==> config.mk <==
export PLATFORM = sky130hd
export DESIGN_NAME = freq_ratio_monitor
export DESIGN_NICKNAME = d
export VERILOG_FILES = /design/src/rtl/freq_mon_pkg.sv /design/src/rtl/freq_ratio_monitor_sync_2ff.sv /design/src/rtl/freq_ratio_monitor.sv
export SDC_FILE = /design/constraint.sdc
export NUM_CORES = 1
export LEC_CHECK = 0
export ABC_CLOCK_PERIOD_IN_PS = 3200
export BUFFER_PORTS_ARGS = -buffer_cell sky130_fd_sc_hd__buf_4
export CAP_MARGIN = 25
export CORE_ASPECT_RATIO = 0.6
export CORE_MARGIN = 1.5
export CORE_UTILIZATION = 50
export CTS_BUF_LIST = sky130_fd_sc_hd__clkbuf_2
export DETAILED_ROUTE_END_ITERATION = 10
export GPL_TIMING_DRIVEN = 0
export PLACE_DENSITY_LB_ADDON = 0.25
export SETUP_SLACK_MARGIN = 0.4
export SYNTH_ARGS = -nofsm -noshare
export SYNTH_HDL_FRONTEND = slang
export SYNTH_HIERARCHICAL = 1
export SYNTH_SLANG_ARGS = --single-unit
==> constraint.sdc <==
create_clock -name clk -period 3.2 [get_ports clk]
set_input_delay 0.64 -clock clk [delete_from_list [all_inputs] [get_ports clk]]
set_output_delay 0.64 -clock clk [all_outputs]
set_load 0.01 [all_outputs]
==> src/rtl/freq_mon_pkg.sv <==
// ---------------------------------------------------------------------------
// freq_mon_pkg
// Shared definitions for freq_ratio_monitor:
//   state_e          - measurement FSM states (IDLE, MEAS)
//   DEF_CNT_W        - default period/high-time counter width
//   DEF_LOCK_CNT     - default number of good periods needed for lock
//   in_tol()         - |meas - exp| <= tol, evaluated without wrap-around
// ---------------------------------------------------------------------------
package freq_mon_pkg;

    typedef enum logic {
        IDLE = 1'b0,
        MEAS = 1'b1
    } state_e;

    localparam int DEF_CNT_W    = 8;
    localparam int DEF_LOCK_CNT = 4;

    // Operands are zero-extended to 32 bits and differenced at 33 bits signed,
    // so the absolute deviation can never wrap for any counter width <= 32.
    function automatic logic in_tol(input logic [31:0] meas,
                                    input logic [31:0] exp_val,
                                    input logic [31:0] tol);
        logic signed [32:0] diff;
        diff = $signed({1'b0, meas}) - $signed({1'b0, exp_val});
        if (diff < 0) begin
            diff = -diff;
        end
        return (diff <= $signed({1'b0, tol}));
    endfunction

endpackage

==> src/rtl/freq_ratio_monitor_sync_2ff.sv <==
// ---------------------------------------------------------------------------
// sync_2ff
// Two-flop synchronizer for a single asynchronous bit, both flops cleared by
// reset.
//   clk  in  system clock
//   rst  in  synchronous active-high reset
//   d_i  in  asynchronous input
//   q_o  out synchronized output (two clk cycles of latency)
// ---------------------------------------------------------------------------
module sync_2ff (
    input  logic clk,
    input  logic rst,
    input  logic d_i,
    output logic q_o
);

    logic s1_q;
    logic s2_q;

    always_ff @(posedge clk) begin
        if (rst) begin
            s1_q <= 1'b0;
            s2_q <= 1'b0;
        end else begin
            s1_q <= d_i;
            s2_q <= s1_q;
        end
    end

    assign q_o = s2_q;

endmodule

==> src/rtl/freq_ratio_monitor.sv <==
// ---------------------------------------------------------------------------
// freq_ratio_monitor
// Measures the rise-to-rise period and high time of sig_in in clk cycles and
// checks the period against exp_period, reporting lock, mismatch and timeout.
//   clk         in  system clock, posedge
//   rst         in  synchronous active-high reset
//   sig_in      in  monitored signal, asynchronous to clk
//   exp_period  in  expected period in clk cycles (quasi-static)
//   period      out last measured period
//   high_time   out clk samples high within that period
//   meas_valid  out one-cycle pulse when period/high_time update
//   mismatch    out one-cycle pulse with meas_valid when out of tolerance
//   locked      out LOCK_CNT consecutive in-tolerance periods seen
//   timeout     out one-cycle pulse, no rise for 2^CNT_W-1 cycles
// ---------------------------------------------------------------------------
module freq_ratio_monitor
    import freq_mon_pkg::*;
#(
    parameter int CNT_W    = DEF_CNT_W,
    parameter int LOCK_CNT = DEF_LOCK_CNT,
    parameter int TOL      = 0
) (
    input  logic             clk,
    input  logic             rst,
    input  logic             sig_in,
    input  logic [CNT_W-1:0] exp_period,
    output logic [CNT_W-1:0] period,
    output logic [CNT_W-1:0] high_time,
    output logic             meas_valid,
    output logic             mismatch,
    output logic             locked,
    output logic             timeout
);

    localparam int              MW      = $clog2(LOCK_CNT + 1);
    localparam logic [MW-1:0]   LOCK_M  = MW'(LOCK_CNT);
    localparam logic [CNT_W-1:0] CNT_MAX = '1;
    localparam logic [CNT_W-1:0] CNT_ONE = CNT_W'(1);

    logic             s2;
    logic             s_d_q;
    logic             rise;

    state_e           state_q,  state_d;
    logic [CNT_W-1:0] cnt_q,    cnt_d;
    logic [CNT_W-1:0] hcnt_q,   hcnt_d;
    logic [CNT_W-1:0] period_q, period_d;
    logic [CNT_W-1:0] high_q,   high_d;
    logic [MW-1:0]    match_q,  match_d;
    logic             mv_q,     mv_d;
    logic             mis_q,    mis_d;
    logic             lock_q,   lock_d;
    logic             to_q,     to_d;
    logic             tol_ok;

    // Input synchronization and edge detect
    sync_2ff u_sync (
        .clk (clk),
        .rst (rst),
        .d_i (sig_in),
        .q_o (s2)
    );

    assign rise = s2 & ~s_d_q;

    // Measurement FSM, counters, tolerance and lock tracking
    always_comb begin
        state_d  = state_q;
        cnt_d    = cnt_q;
        hcnt_d   = hcnt_q;
        period_d = period_q;
        high_d   = high_q;
        match_d  = match_q;
        mv_d     = 1'b0;
        mis_d    = 1'b0;
        to_d     = 1'b0;

        tol_ok = in_tol(32'(cnt_q), 32'(exp_period), 32'(TOL));

        case (state_q)
            IDLE: begin
                // First rise only establishes the reference edge.
                if (rise) begin
                    cnt_d   = CNT_ONE;
                    hcnt_d  = CNT_ONE;
                    state_d = MEAS;
                end
            end
            MEAS: begin
                // A rise on the all-ones count still measures; timeout only
                // fires when the counter would otherwise have to wrap.
                if (rise) begin
                    period_d = cnt_q;
                    high_d   = hcnt_q;
                    mv_d     = 1'b1;
                    cnt_d    = CNT_ONE;
                    hcnt_d   = CNT_ONE;
                    if (tol_ok) begin
                        match_d = (match_q == LOCK_M) ? LOCK_M : match_q + 1'b1;
                    end else begin
                        match_d = '0;
                        mis_d   = 1'b1;
                    end
                end else if (cnt_q == CNT_MAX) begin
                    to_d    = 1'b1;
                    match_d = '0;
                    state_d = IDLE;
                end else begin
                    cnt_d  = cnt_q + CNT_ONE;
                    hcnt_d = hcnt_q + CNT_W'(s2);
                end
            end
            default: begin
                state_d = IDLE;
            end
        endcase

        lock_d = (match_d == LOCK_M);
    end

    // Output/state register boundary
    always_ff @(posedge clk) begin
        if (rst) begin
            s_d_q    <= 1'b0;
            state_q  <= IDLE;
            cnt_q    <= '0;
            hcnt_q   <= '0;
            period_q <= '0;
            high_q   <= '0;
            match_q  <= '0;
            mv_q     <= 1'b0;
            mis_q    <= 1'b0;
            lock_q   <= 1'b0;
            to_q     <= 1'b0;
        end else begin
            s_d_q    <= s2;
            state_q  <= state_d;
            cnt_q    <= cnt_d;
            hcnt_q   <= hcnt_d;
            period_q <= period_d;
            high_q   <= high_d;
            match_q  <= match_d;
            mv_q     <= mv_d;
            mis_q    <= mis_d;
            lock_q   <= lock_d;
            to_q     <= to_d;
        end
    end

    assign period     = period_q;
    assign high_time  = high_q;
    assign meas_valid = mv_q;
    assign mismatch   = mis_q;
    assign locked     = lock_q;
    assign timeout    = to_q;

endmodule

==> results.tsv <==
stage	metric	value	unit
grt	GRT Resource Usage Total	22.8	%
detailed_routing	WL/cell	14.0	µm
floorplan	row cnt	18	
floorplan	Die H	54.9	µm
timing	Final Hold Fails	0	
grt	gr ovfl total	0	
synth	ys flop type	dfxtp_1	
synth	Syn Nets	301	
placement	dpl hpwl	3.82	mm
synth	commonest cells in the synthesized netlist	50 x nand2_1, 43 x dfxtp_1, 26 x a21oi_1, 22 x nor2_1, 14 x ha_1	
clock_network	CTS root buf	clkbuf_2	
detailed_routing	Routed Antenna Nets	0	
synth	number of synthesis warnings	6	
synth	Synth Instances	275	
grt	initial antenna violation count	0	
layout	share of cells above drive strength 1	20.3	%
synth	count leader, synth	nand2_1	
timing	fin. max-slew vios	0	
detailed_routing	via/cell ratio	5.47	
setup_path	Worst EP required	3530	ps
clock_network	Max clock buf depth	2	
timing	Final setup viols	0	
synth	Netlist Area Pre-Place	0.00225	mm²
synth	number of synthesized flops with an enable pin	0	
setup_path	crit path DAT	3030	ps
layout	fin util	63.7	%
floorplan	die area	0.00492	mm²
setup_path	Crit. End Element	flip-flop	
min_path	Worst Hold Class	input pin to flip-flop	
clock_network	H-tree depth	2	
layout	diode count	0	
status	run status	complete, no violations	
grt	largest net degree at the start of global routing	14	
detailed_routing	Residual DRC	0	
layout	# nets final	341	
timing	clk_skew	18.1	ps
clock_network	CTS tree	yes	
layout	filler instances	373	
placement	GPL Wtd Cong	0.890	
timing	f_max	0.370	GHz
clock_network	TritonCTS Buffers	5	
grt	vias in the first global route	1709	
grt	first-pass GRT wire length	8.20	mm
synth	largest area contributor in the netlist	dfxtp_1	
floorplan	Die X	89.6	µm
synth	synth unique cells	48	
timing	fin crit share	84.4	%
timing	Worst Tran Pin Value	721	ps
job	max_cap viols	0	
synth	Seq cells post-synth	43	
setup_path	worst-path maximum fanout	5	
placement	I/O Buffers	30	
detailed_routing	DR vias	2057	
power	Max VDD drop	217	µV
detailed_routing	1st-iter DRT viols	196	
clock_network	later-pin clock latency in the skew report	410	ps
timing	Setup TNS	0	ps
synth	top cells by area, synth	dfxtp_1 38%, nand2_1 8.3%, ha_1 7.8%, a21oi_1 5.8%, xor2_1 4.3%	
synth	Synth top area share	38.3	%
timing	Final Critical Period	2700	ps
floorplan	Initial Util	53.4	%
synth	share of flip-flops with an asynchronous set or reset	0	%
layout	synthesis-to-finish area growth	19.3	%
timing	Slew Limit Headroom	51.8	%
synth	Syn Area/Cell	8.18	µm²
detailed_routing	drt first pass iters	4	
timing	RSZ-0062 raised after global routing	no	
detailed_routing	Post-Route WL	5.27	mm
power	static leakage	1.09	nW
synth	post-synthesis sequential area ratio	38.3	%
floorplan	I/O pins	31	
clock_network	clock slew at reported path FFs	210	ps
clock_network	# clock sinks	43	
floorplan	core area	0.00421	mm²
power	Cell Pwr Density	335	mW/mm²
setup_path	critical path startpoint category	flip-flop	
power	Design Power	0.899	mW
setup_path	Critical Setup Path Class	flip-flop to flip-flop	
==> routing by layer <==
metal	global-route usage [%]	vias up	routed length, µm	share of wire [%]
met3	6.38	5	336	6.4
met2	30.7	61	2100	40
li1	-	1036	-	-
met4	5.38	0	45	0.85
met1	35.2	955	2790	53
met5	0	-	0	0
==> final timing paths <==
kind	from	to	slack [ps]	cells after the start
max	cnt_q[0]	match_q[1]	500	11
min	rst	u_sync/q_o	420	2
max reg2reg	cnt_q[0]	match_q[1]	500	11
min reg2reg	u_sync/s1_q	u_sync/q_o	470	1
==> final cells by class <==
| class | count | area [µm²] | share of cell area [%] |
|---|---|---|---|
| tap | 60 | 75.1 | 2.80 |
| multi-input combinational | 207 | 1350 | 50.1 |
| inverter | 13 | 51.3 | 1.91 |
| buffer | 12 | 50.0 | 1.87 |
| clock buffer | 6 | 30.0 | 1.12 |
| sequential | 43 | 867 | 32.3 |
| timing repair buffer | 33 | 251 | 9.38 |
| clock inverter | 2 | 12.5 | 0.466 |
==> metrics by stage <==
stage	instances	worst slack [ps]	hold slack [ps]	cell area [µm²]
final	376	498	417	2680
after detailed placement	365	87.7	441	2550
after CTS	374	417	403	2600
after global placement	365	162	434	2550
after global routing	376	403	376	2680
after floorplan	275	458	414	2250
==> critical path, cell delays in order, from the launching register on <==
cell and delay, ps:
dfxtp_4 400, inv_4 80, ha_4 140, fa_2 230, and2b_2 250, o22a_2 230, buf_6 130, or3b_4 370
a21oi_2 160, o21ai_1 80, a211o_1 340, o31ai_1 230
==> state kept, by name, indices dropped and copies added, names as in the netlist <==
register,cells
period,8
high_time,8
u_sync/s1_q,1
meas_valid,1
locked,1
timeout,1
u_sync/q_o,1
cnt_q,8
state_q,1
s_d_q,1
match_q,3
hcnt_q,8
mismatch,1
==> where the power goes <==
part / switching, mW / internal, mW
logic: 0.0677 / 0.0524
clock network: 0.177 / 0.0556
registers: 0.00419 / 0.542
total: 0.249 / 0.650
==> what timing repair did <==
item	in CTS	in global routing
setup endpoints to repair	5	5
setup buffers	1	2
resized for setup	2	17
pin swaps	1	9
hold buffers	0	0
==> placed cells by master (no fill, tap or decap), types with 2 or more instances in the layout <==
master / instances
a211o_1: 3
a21o_1: 3
a21oi_1: 26
and3_1: 3
and4_1: 2
buf_2: 3
buf_4: 32
clkbuf_1: 8
clkbuf_2: 7
dfxtp_1: 40
dfxtp_2: 2
ha_1: 13
inv_1: 12
nand2_1: 50
nand2b_1: 3
nand3_1: 4
nand3b_1: 2
nand4_1: 6
nor2_1: 22
nor2b_1: 4
nor3_1: 5
nor4_1: 2
o211ai_1: 2
o21a_1: 2
o21ai_0: 5
o31ai_1: 3
o31ai_2: 2
or2_2: 2
or3_1: 2
xnor2_1: 7
xor2_1: 10
==> kinds of logic (layout without fill, tap and decap cells) <==
group | after synthesis | after routing | synth area share (%)
fa+ha+maj | 15 | 15 | 8.68
buf+inv | 25 | 66 | 4.40
compound gates | 61 | 61 | 17.9
mux | 1 | 1 | 0.445
flops | 43 | 43 | 38.3
simple gates | 111 | 111 | 22.9
xor+xnor | 19 | 19 | 7.40
(Power assumes the default switching activity.)
